==> config.mk <==
export PLATFORM = sky130hd
export DESIGN_NAME = alu_bitserial
export DESIGN_NICKNAME = d
export VERILOG_FILES = /design/src/rtl/alu_bitserial.sv
export SDC_FILE = /design/constraint.sdc
export NUM_CORES = 1
export LEC_CHECK = 0
export CORE_MARGIN = 2
export CORE_UTILIZATION = 25
export CTS_BUF_LIST = sky130_fd_sc_hd__clkbuf_2 sky130_fd_sc_hd__clkbuf_4 sky130_fd_sc_hd__clkbuf_8
export CTS_CLUSTER_DIAMETER = 50
export DETAILED_ROUTE_END_ITERATION = 16
export GPL_TIMING_DRIVEN = 0
export PLACE_DENSITY = 0.58
export SLEW_MARGIN = 15
export SYNTH_ARGS = -nofsm -noshare
export SYNTH_HDL_FRONTEND = slang
export SYNTH_SLANG_ARGS = --single-unit
==> constraint.sdc <==
create_clock -name clk -period 1.6 [get_ports clk]
set_input_delay 0.32 -clock clk [delete_from_list [all_inputs] [get_ports clk]]
set_output_delay 0.32 -clock clk [all_outputs]
set_load 0.02 [all_outputs]
==> src/rtl/alu_bitserial.sv <==
// Bit-serial ALU: one WIDTH-bit AND/OR/ADD/SUB/SLT/NOR operation over WIDTH clocks,
// LSB first, behind a valid/ready handshake on both sides.
module alu_bitserial #(
  parameter int unsigned WIDTH = 32
) (
  input  logic             clk,
  input  logic             rst_n,
  input  logic             in_valid,
  output logic             in_ready,
  input  logic [3:0]       op,
  input  logic [WIDTH-1:0] a,
  input  logic [WIDTH-1:0] b,
  output logic             out_valid,
  input  logic             out_ready,
  output logic [WIDTH-1:0] result,
  output logic             cout,
  output logic             overflow,
  output logic             zero
);

  localparam int unsigned CW = (WIDTH > 1) ? $clog2(WIDTH) : 1;

  typedef enum logic [1:0] {
    S_IDLE = 2'd0,
    S_RUN  = 2'd1,
    S_DONE = 2'd2
  } state_t;

  state_t           state;
  logic [WIDTH-1:0] a_sh;
  logic [WIDTH-1:0] b_sh;
  logic [WIDTH-1:0] res_sh;
  logic [3:0]       op_q;
  logic [CW-1:0]    count;
  logic             carry;

  logic             a_bit;
  logic             b_bit;
  logic             sum_bit;
  logic             carry_nx;
  logic             bit_res;
  logic [WIDTH-1:0] res_next;
  logic [WIDTH-1:0] final_res;

  // One ALU slice operating on the current LSB of the operand shift registers
  always_comb begin
    a_bit    = a_sh[0] ^ op_q[3];
    b_bit    = b_sh[0] ^ op_q[2];
    sum_bit  = a_bit ^ b_bit ^ carry;
    carry_nx = (a_bit & b_bit) | (carry & (a_bit ^ b_bit));
    bit_res  = 1'b0;
    case (op_q[1:0])
      2'b00:   bit_res = a_bit & b_bit;
      2'b01:   bit_res = a_bit | b_bit;
      2'b10:   bit_res = sum_bit;
      default: bit_res = 1'b0;
    endcase
    res_next = {bit_res, res_sh[WIDTH-1:1]};
    // SLT: on the last bit sum_bit is the MSB sum, which becomes result bit 0
    final_res = (op_q[1:0] == 2'b11) ? {{(WIDTH-1){1'b0}}, sum_bit} : res_next;
  end

  always_ff @(posedge clk) begin
    if (!rst_n) begin
      state     <= S_IDLE;
      in_ready  <= 1'b1;
      out_valid <= 1'b0;
      result    <= '0;
      cout      <= 1'b0;
      overflow  <= 1'b0;
      zero      <= 1'b0;
      a_sh      <= '0;
      b_sh      <= '0;
      res_sh    <= '0;
      op_q      <= '0;
      count     <= '0;
      carry     <= 1'b0;
    end else begin
      case (state)
        S_IDLE: begin
          if (in_valid && in_ready) begin
            a_sh     <= a;
            b_sh     <= b;
            op_q     <= op;
            count    <= '0;
            carry    <= op[2];
            in_ready <= 1'b0;
            state    <= S_RUN;
          end
        end
        S_RUN: begin
          a_sh   <= a_sh >> 1;
          b_sh   <= b_sh >> 1;
          res_sh <= res_next;
          carry  <= carry_nx;
          if (count == CW'(WIDTH - 1)) begin
            cout      <= carry_nx;
            overflow  <= carry ^ carry_nx;
            result    <= final_res;
            zero      <= ~|final_res;
            out_valid <= 1'b1;
            state     <= S_DONE;
          end else begin
            count <= count + CW'(1);
          end
        end
        S_DONE: begin
          if (out_ready) begin
            out_valid <= 1'b0;
            in_ready  <= 1'b1;
            state     <= S_IDLE;
          end
        end
        default: begin
          state     <= S_IDLE;
          in_ready  <= 1'b1;
          out_valid <= 1'b0;
        end
      endcase
    end
  end

endmodule
* After elaboration in Yosys (flattened, before gate mapping) *
Index checks and enable logic that the tools add are counted.

storage, ports and cells
  flip-flop bits (word level) = 145
  latch bits = 0
  RAM bits = 0
  memory bits (read-only) = 0
  bits of input ports = 72
  output and inout port bits = 37
  word-level logic and storage cells = 69
  memories kept = 0

cells by class
  add/sub/neg operators = 1
  $mul = 0
  div/mod/pow operators = 0
  order comparisons = 0
  eq/ne operators = 10
  shift operators = 0
  muxes and demuxes = 21
  bitwise gates (word level) = 11
  reductions and logical operators = 13

operators with widths
  kind                 count
  $pmux 32 s2          2
  $mux 32              3
  $reduce_or 32->1     1
  $reduce_and 3->1     4
  $mux 5               2
  $pmux 5 s2           1
  $pmux 1 s3           3
  $ne 2x2->1 const B   4
  $eq 2x2->1 const B   3
  $mux 2               3
  $pmux 2 s3           1
  $reduce_and 2->1     3
  $add 5x1->5 const B  1
  $eq 5x5->1 const B   1
  $mux 1               5
  $xor 1x1->1          5
  $eq 2x1->1 const B   2
  $logic_not 2->1      2
  $and 1x1->1          2
  $not 1->1            2
  $or 1x1->1           2
  $pmux 1 s2           1
  $reduce_bool 2->1    1
  $logic_and 1x1->1    1
  $logic_not 1->1      1

* Depth between registers and ports, before layout *
  depth after elaboration = 7
  gate-level depth with buffers = 8
  mapped depth without buffers = 7

* Least setup slack after synthesis *
OpenSTA, ideal clock, no wires.

  path kind = flip-flop to flip-flop
  from = register count[0]
  to = register count[2]
  library setup time = 0.070 ns
  data arrival time = 1.664 ns
  data required time = 1.530 ns
  setup slack = -0.134 ns
  cell stages (with the launch flop) = 8
  buffers on the path = 0
  period minus slack after synthesis = 1.734 ns
  cell sequence = dfxtp_1 ha_1 and3_1 ha_1 nand2b_1 a21o_1 or3_1 a21oi_1

on the way
  word-level cells in the longest chain between the ends = 3
  elaborated cells between the ends (all ways) = 6
  those cells by class = add/sub (1); eq/ne (2); mux (2); reduce/logical (1)

RTL lines
  what                                                   line     RTL
  start, declared                                        34       logic [CW-1:0] count;
  start signal, assigned                                 104      count <= count + CW'(1);
  $add 5x1->5 / $eq 5x5->1 (equally long branches)       104, 96
  $mux 5 / $ne 2x2->1 (equally long branches)            n/a
  $pmux 5 s2 / $reduce_and 3->1 (equally long branches)  n/a

Several ways; a longest one is shown, not always the timed one. The select of a mux whose other input is x is not followed.
A chain may end at the register's enable or synchronous reset.

* Worst setup path after layout *
  from = register b_sh[0]
  to = register result[31]

on the way
  word-level cells in the longest chain between the ends = 5
  elaborated cells between the ends (all ways) = 7
  those cells by class = mux (2); bitwise (5)

RTL lines
  what                      line  RTL
  start, declared           31    logic [WIDTH-1:0] b_sh;
  start signal, assigned    93    b_sh <= b_sh >> 1;
  $xor 1x1->1 *             48    b_bit = b_sh[0] ^ op_q[2];
  $xor 1x1->1 (2 in a row)  49    sum_bit = a_bit ^ b_bit ^ carry;
  $pmux 1 s3 *              52    case (op_q[1:0])
  $mux 32 *                 60    final_res = (op_q[1:0] == 2'b11) ? {{(WIDTH-1){1'b0}}, sum_bit} : res_next;
  end signal, assigned      99    result <= final_res;
  end, declared             15    output logic [WIDTH-1:0] result,

Mark *: on every way between the ends. The rest lies on a longest branch, timed or not.

==> report_table.html <==
<table>
<tr><th>Metric</th><th>Value</th></tr>
<tr><th colspan="2">Run status</th></tr>
<tr><td>Status</td><td>finished with violations</td></tr>
<tr><td>Failing checks</td><td>setup timing</td></tr>
<tr><th colspan="2">Power and ir drop</th></tr>
<tr><td>Design internal power</td><td>5.74 mW</td></tr>
<tr><td>Post-route total power</td><td>7.98 mW</td></tr>
<tr><td>Clock Power Share</td><td>35.0%</td></tr>
<tr><td>Peak ir drop on the vdd network</td><td>0.445 mV</td></tr>
<tr><td>Leak Pwr</td><td>3.19 nW</td></tr>
<tr><td>Total power density per cell area</td><td>920 nW/um2</td></tr>
<tr><td>NetSw</td><td>2.24 mW</td></tr>
<tr><td>Share of power burned in combinational logic</td><td>16.0%</td></tr>
<tr><td>Sequential Power Share</td><td>49.0%</td></tr>
<tr><td>Share of total power consumed by net switching</td><td>28.1%</td></tr>
<tr><th colspan="2">Synth</th></tr>
<tr><td>Sequential-to-total area share from yosys stat</td><td>48.6%</td></tr>
<tr><td>Proportion of register bits with asynchronous set or reset after synthesis</td><td>0%</td></tr>
<tr><td>#FFs+latches synth</td><td>144</td></tr>
<tr><td>Gate count after technology mapping</td><td>739</td></tr>
<tr><td>Prevailing post-synth register cell</td><td>dfxtp_1</td></tr>
<tr><td>Post-synthesis adder-cell area fraction</td><td>1.18%</td></tr>
<tr><td>Area fraction in and, or, nand and nor cells after synthesis</td><td>25.2%</td></tr>
<tr><td>Mux contribution to synthesized area</td><td>0.169%</td></tr>
<tr><td>Xor/xnor cell area share of the yosys netlist</td><td>0.590%</td></tr>
<tr><td>Most instantiated cells after synthesis</td><td>nand2_1 (230), dfxtp_1 (144), nor2_1 (76), a21oi_1 (73), a311oi_1 (48)</td></tr>
<tr><td>Area fraction in compound gates after synthesis</td><td>18.6%</td></tr>
<tr><td>Number of nets produced by synthesis</td><td>816</td></tr>
<tr><td>Largest family of logic cells by synthesized area</td><td>simple AND/OR/NAND/NOR gates</td></tr>
<tr><td>Dominant cell type by area after synthesis</td><td>dfxtp_1</td></tr>
<tr><td>Synthesis warning total</td><td>0</td></tr>
<tr><td>Post-Synthesis Mean Instance Area</td><td>8.03 um2</td></tr>
<tr><td>Number of distinct standard cells referenced by the synthesized netlist</td><td>41</td></tr>
<tr><td>Post-synthesis cell area</td><td>5940 um2</td></tr>
<tr><td>Number of enable flip-flop cells after synthesis</td><td>0</td></tr>
<tr><td>Area share of the largest cell type after synthesis</td><td>48.6%</td></tr>
<tr><td>Leading post-synthesis cells by cell area</td><td>dfxtp_1 (49%), nand2_1 (15%), a311oi_1 (7.1%)</td></tr>
<tr><td>Count leader, synth</td><td>nand2_1</td></tr>
<tr><th colspan="2">GRT</th></tr>
<tr><td>Global-route wire length before repair</td><td>26,500 um</td></tr>
<tr><td>Overall overflow remaining after global route</td><td>0</td></tr>
<tr><td>Aggregate global-route resource usage</td><td>13.6%</td></tr>
<tr><td>Number of antenna violations at the first check in global routing</td><td>2</td></tr>
<tr><td>Number of global-route vias before repair</td><td>5,217</td></tr>
<tr><td>Pin count of the biggest net entering global routing</td><td>17</td></tr>
<tr><th colspan="2">Timing</th></tr>
<tr><td>Worst slew margin relative to its limit</td><td>44.2%</td></tr>
<tr><td>Upper clock frequency limit</td><td>571 MHz</td></tr>
<tr><td>RSZ-0062 raised after global routing</td><td>yes</td></tr>
<tr><td>Hold_ws</td><td>227 ps</td></tr>
<tr><td>Setup skew after layout</td><td>11.6 ps</td></tr>
<tr><td>Total of endpoints with negative setup slack in the final report</td><td>35</td></tr>
<tr><td>Tmin final</td><td>1750 ps</td></tr>
<tr><td>Number of pins with negative max-slew slack in the final report</td><td>0</td></tr>
<tr><td>Worst setup margin</td><td>-153 ps</td></tr>
<tr><td>Setup TNS Final</td><td>-1720 ps</td></tr>
<tr><td>Part of the cycle the worst path needs</td><td>110%</td></tr>
<tr><td>Transition time at the pin with the least slew margin</td><td>837 ps</td></tr>
<tr><td>Fin. Hold Viols</td><td>0</td></tr>
<tr><th colspan="2">Worst setup path</th></tr>
<tr><td>Setup slack on the worst flop-to-flop path</td><td>-150 ps</td></tr>
<tr><td>Cells along the critical path</td><td>xor2_2 &gt; inv_2 &gt; buf_4 &gt; buf_4 &gt; buf_4 &gt; ha_4 &gt; o21ai_4 &gt; o31ai_4 &gt; buf_4 &gt; a211oi_2</td></tr>
<tr><td>Highest-delay cell along the critical path</td><td>dfxtp_4</td></tr>
<tr><td>Critical Path End Type</td><td>flop</td></tr>
<tr><td>Critical path data required time</td><td>1970 ps</td></tr>
<tr><td>Endpoint of the worst register-to-register path</td><td>result[31]$_SDFFE_PN0P_</td></tr>
<tr><td>Kind of launch point of the worst setup path</td><td>flop</td></tr>
<tr><td>Critical path endpoint</td><td>result[31]$_SDFFE_PN0P_</td></tr>
<tr><td>Startpoint of the worst-slack reg-to-reg timing path</td><td>b_sh[0]$_SDFFE_PN0P_</td></tr>
<tr><td>Worst Reg2Reg Path Length in Cells</td><td>10</td></tr>
<tr><td>Top cell by count, worst path</td><td>buf_4</td></tr>
<tr><td>Critical-path maximum fanout</td><td>3</td></tr>
<tr><td>Start point of the critical path</td><td>b_sh[0]$_SDFFE_PN0P_</td></tr>
<tr><td>Arrival time at the worst endpoint</td><td>2130 ps</td></tr>
<tr><td>Critical path start-end classification</td><td>flop to flop</td></tr>
<tr><td>Crit path largest cell delay</td><td>380 ps</td></tr>
<tr><th colspan="2">Clock network</th></tr>
<tr><td>Number of buffers created by CTS</td><td>17</td></tr>
<tr><td>TritonCTS clock tree</td><td>done</td></tr>
<tr><td>Clock transition at the registers of the reported paths</td><td>80 ps</td></tr>
<tr><td>Total clock sinks</td><td>144</td></tr>
<tr><td>Post-CTS Hold Fix Bufs</td><td>0</td></tr>
<tr><td>CTS H-tree depth</td><td>4</td></tr>
<tr><td>Root Driver</td><td>clkbuf_8</td></tr>
<tr><td>Maximum count of clock buffers along a single path</td><td>2</td></tr>
<tr><td>Skew-Pair Late Insertion Delay</td><td>450 ps</td></tr>
<tr><th colspan="2">Floorplanning</th></tr>
<tr><td>Effective utilization at floorplan</td><td>25.4%</td></tr>
<tr><td>Die area</td><td>25,000 um2</td></tr>
<tr><td>Core Area</td><td>23,400 um2</td></tr>
<tr><td>Placement row count</td><td>56</td></tr>
<tr><td>DIE HEIGHT</td><td>158 um</td></tr>
<tr><td>I/O pins</td><td>109</td></tr>
<tr><td>Horiz. Die Dim</td><td>158 um</td></tr>
<tr><th colspan="2">Min path</th></tr>
<tr><td>Path class of the lowest-slack min-delay path</td><td>primary input to flop</td></tr>
<tr><th colspan="2">Final layout</th></tr>
<tr><td>Fin nets</td><td>974</td></tr>
<tr><td>Area Growth Syn to Fin</td><td>46.2%</td></tr>
<tr><td>Share of final-layout standard cells stronger than drive strength 1</td><td>23.3%</td></tr>
<tr><th colspan="2">Placement</th></tr>
<tr><td>HPWL after DPL</td><td>11,900 um</td></tr>
<tr><td>Last weighted congestion value of the routability-driven placer</td><td>0.780</td></tr>
<tr><td>Worst slack, placed</td><td>-825 ps</td></tr>
<tr><td>I/O Buffers</td><td>108</td></tr>
<tr><th colspan="2">Detailed routing</th></tr>
<tr><td>Total Routed Length</td><td>17,700 um</td></tr>
<tr><td>Routed length per instance</td><td>14.4 um</td></tr>
<tr><td>Detailed Route Iter0 Violations</td><td>251</td></tr>
<tr><td>Drt drc</td><td>0</td></tr>
<tr><td>Vias per Instance</td><td>4.56</td></tr>
<tr><td>Post-route ant nets</td><td>0</td></tr>
<tr><td>Drt pass-1 iters</td><td>5</td></tr>
<tr><td>Routed via count</td><td>5,605</td></tr>
<tr><th colspan="2">Job</th></tr>
<tr><td>Max cap viols</td><td>0</td></tr>
</table>
-- stage by stage --
stage               area, um2  util (%)  instances
floorplan                5960         -        739
global placement         7440      31.8       1166
detailed placement       7440      31.8       1166
CTS                      8000      34.2       1211
global route             8680      37.1       1229
finish                   8680      37.1       1230
-- state kept, by name (all words and copies together), names as in the netlist --
signal	count
a_sh	32
b_sh	32
carry	1
count	5
cout	1
in_ready	1
op_q	4
out_valid	1
overflow	1
res_sh	31
result	32
state	2
zero	1
-- critical path: cells and delay by family (launching register included) --
family / cells / cell delay, ps
adder cells (fa/ha/maj): 1 / 150
XOR/XNOR: 1 / 160
buffers and inverters: 5 / 580
AO/OA/AOI/OAI: 3 / 400
flip-flops: 1 / 380
-- cells by family after synthesis --
logic type,count (synthesis)
AND/OR/NAND/NOR,366
AO/OA/AOI/OAI,150
flip-flops,144
buffers and inverters,69
adder cells (fa/ha/maj),5
XOR/XNOR,4
multiplexers,1
-- layout make-up --
| class | instances | area (um2) |
|---|---|---|
| Clock inverter | 12 | 110 |
| Clock buffer | 20 | 275 |
| Inverter | 6 | 23.8 |
| Buffer | 62 | 424 |
| Tap cell | 319 | 399 |
| Multi-Input combinational cell | 526 | 3130 |
| Sequential cell | 144 | 2900 |
| Timing Repair Buffer | 140 | 1420 |
| Antenna cell | 1 | 2.50 |
| Fill cell | 2463 | 14700 |
-- per-layer routing --
metal  GRT usage (%)  vias up  wire length, um  share of wire (%)
li1                -     2841                -                  -
met1            17.5     2626             8070                 46
met2            22.1      125             8530                 48
met3            3.94       11              919                5.2
met4            3.69        2              128               0.72
met5               0        -               13              0.074
-- worst min path at each step --
stage | depth (start not counted) | endpoint | start | slack [ps]
after global routing | 2 | in_ready$_SDFFE_PN1P_ | rst_n | 210
after floorplan | 1 | in_ready$_SDFFE_PN1P_ | rst_n | 380
after detailed placement | 2 | result[14]$_SDFFE_PN0P_ | result[14]$_SDFFE_PN0P_ | 450
after CTS | 3 | op_q[0]$_SDFFE_PN0P_ | op[0] | 390
final | 2 | in_ready$_SDFFE_PN1P_ | rst_n | 230
after global placement | 2 | result[16]$_SDFFE_PN0P_ | result[16]$_SDFFE_PN0P_ | 440
-- cell usage in the layout, fill, tap and decap left out, types with 10 or more instances in the layout --
| master | synthesis | layout |
|---|---|---|
| a21oi_1 | 73 | 56 |
| a21oi_2 | 0 | 17 |
| a311oi_1 | 48 | 48 |
| a311oi_2 | 14 | 14 |
| buf_2 | 30 | 23 |
| buf_4 | 3 | 20 |
| buf_6 | 4 | 10 |
| clkbuf_1 | 26 | 15 |
| clkbuf_8 | 0 | 20 |
| clkdlybuf4s50_1 | 0 | 69 |
| dfxtp_1 | 144 | 138 |
| dlygate4sd2_1 | 0 | 36 |
| nand2_1 | 230 | 214 |
| nand3_1 | 35 | 12 |
| nand3_2 | 0 | 23 |
| nor2_1 | 76 | 76 |
-- timing repair --
item / in CTS / in global routing
gates cloned: 0 / 7
hold endpoints to repair: 0 / 0
gates resized for setup: 77 / 114
setup buffers: 13 / 12
pin swaps: 6 / 44
endpoints found under the setup margin: 180 / 117
-- power by group through the flow --
stage | logic (mW) | clock network [mW] | registers [mW]
floorplan | 0.701 | 0 | 3.96
global placement | 1.08 | 0 | 3.98
detailed placement | 1.10 | 0 | 3.98
CTS | 1.18 | 2.88 | 3.91
global route | 1.41 | 3.02 | 3.94
finish | 1.28 | 2.79 | 3.91
No activity file was read; power rests on OpenSTA's default activity.
==> RTL edit, RTL diff (same flow settings) <==
Reset style: asynchronous (`rst_n`), changed in one clocked block.
--- a/src/rtl/alu_bitserial.sv
+++ b/src/rtl/alu_bitserial.sv
@@ -60,7 +60,7 @@
     final_res = (op_q[1:0] == 2'b11) ? {{(WIDTH-1){1'b0}}, sum_bit} : res_next;
   end
 
-  always_ff @(posedge clk) begin
+  always_ff @(posedge clk or negedge rst_n) begin
     if (!rst_n) begin
       state     <= S_IDLE;
       in_ready  <= 1'b1;
Behaviour: differs if rst_n is asserted again (counterexample within 4 cycles, from zero or initial values and one cycle with rst_n low); with rst_n held inactive, the same outputs for 10 cycles.
==> RTL edit against the original RTL <==
Die area rose by 6.1%; setup slack got worse by 0.042 ns; area after synthesis rose by 6.2%; design area rose by 5.1%; wire length fell by 1.1%; the flow still finishes with violations (setup timing); non-clock buffer count fell by 18; sequential cell count did not move; first-iteration DRC count rose by 53%.
Power is not compared: it rests on default switching activity, and its combinational part moved more than twofold at a synthesized area within 25%.
==> RTL edit: results (changes against the original RTL) <==
| Metric | Value |
|---|---|
| Synth Area in Adders | `1.11% (-0.069 points)` |
| Unique masters post-synth | `35 (-15%)` |
| Fillcell total | `2522 (+2.4%)` |
| Post-synthesis compound-gate area fraction | `9.74% (-8.8 points)` |
| Relative slew margins | `64.7% (+21 points)` |
| Routed vias/inst | `4.41 (-3.3%)` |
| Gr usage total | `13.3% (-0.24 points)` |
| Failing checks | `setup timing` |
| WL met2 | `8120 µm (-4.8%)` |
| Share of flip-flops with an asynchronous set or reset | `100% (+100 points)` |
| WL met3 | `813 µm (-12%)` |
| Setup TNS Final | `-1.34 ns (+0.386 ns)` |
| Fin cells | `1144 (-7.0%)` |
| Outcome | `complete, but fails checks` |
| Nets | `878 (-9.9%)` |
| Syn nets | `712 (-13%)` |
| First-pass GRT wire length | `27400 µm (+3.3%)` |
| Top Layer Used | `met4` |
| Count of final setup violators | `21 (-40%)` |
| Number of iterations in the first detailed-routing pass | `4 (-1)` |
| DRT iter0 DRCs | `385 (+53%)` |
| Worst-path maximum fanout | `2 (-1)` |
| Placement Setup Slack | `-0.364 ns (+0.461 ns)` |
| Post-synth top cells | `229 x nand2_1, 143 x dfrtp_1, 63 x mux2i_1, 61 x o21ai_1, 42 x o21ai_0` |
| Ant diodes | `0 (-1)` |
| R2R depth | `7 (-3)` |
| Clock skew | `0.0132 ns (+0.00159 ns)` |
| XOR/XNOR Fraction of Synth Area | `0.556% (-0.035 points)` |
| Reg2Reg Launch Point | `b_sh[0]` |
| Main flop type after synthesis | `dfrtp_1` |
| Register area share after synthesis | `57.2% (+8.6 points)` |
| Gpl congestion | `0.737 (-5.5%)` |
| Multiplexer share of the synthesized area | `10.7% (+11 points)` |
| Routed WL | `17500 µm (-1.1%)` |
| Layout cells sized above 1 | `19.9% (-3.4 points)` |
| Largest net degree at the start of global routing | `81 (+64)` |
| HP Class | `in -> async` |
| Setup WS post-layout | `-0.194 ns (-0.0417 ns)` |
| Gate Count Post-Synth | `635 (-14%)` |
| End of the worst register-to-register path | `zero` |
| Initial antenna violation count | `0 (-2)` |
| Vias in the first global route | `5115 (-2.0%)` |
## RTL edit: worst max-delay path, cell delays in order, from the launching register on
cell and delay, ns:
dfrtp_1 0.41, xor2_1 0.18, inv_1 0.09, fa_1 0.47, buf_4 0.16, nand3_1 0.07
a21oi_1 0.07, a32o_1 0.24
## RTL edit: repair_timing
action	in CTS	in global routing
gates resized for setup	92	115
buffers inserted	24	6
gates cloned	5	11
pin swaps	10	17
endpoints found under the hold margin	64	0
endpoints found under the setup margin	171	138
hold buffers	1	0
## RTL edit: logic make-up after synthesis
kind of cell,count (synthesis)
simple gates,252
flops,144
compound gates,117
mux,67
buf+inv,46
fa+ha+maj,5
xor+xnor,4
## RTL edit: final cells by class
type | count | area share [%]
flip-flops and latches | 144 | 39.5
multi-input cells | 447 | 28.8
repair buffers | 150 | 18.6
well taps | 330 | 4.53
plain buffers | 34 | 3.33
clock buffers | 19 | 2.80
clock inverters | 13 | 2.03
inverters | 7 | 0.288
## RTL edit: worst max-delay path by stage
stage                            to  slack, ns  cells past startpoint
after CTS                      zero      -0.21                      5
after detailed placement  result[0]      -0.36                      6
final                          zero      -0.19                      7
after global routing           zero      -0.30                      6
after global placement     a_sh[26]      -5.99                      1
after floorplan                zero      -0.05                      6
## RTL edit: layer usage
metal / vias to the layer above / GRT usage, %
li1: 2462 / -
met1: 2465 / 17.9
met2: 96 / 20.8
met3: 17 / 3.64
met4: 0 / 4.47
met5: - / 0
## RTL edit: stage by stage
step	cell area [µm²]	power, µW	hold WS, ns
global route	9120	12700	0.402
detailed placement	7850	8130	0.311
floorplan	6330	6910	0.0244
global placement	7820	8050	0.462
finish	9120	11900	0.396
CTS	8750	11700	0.391
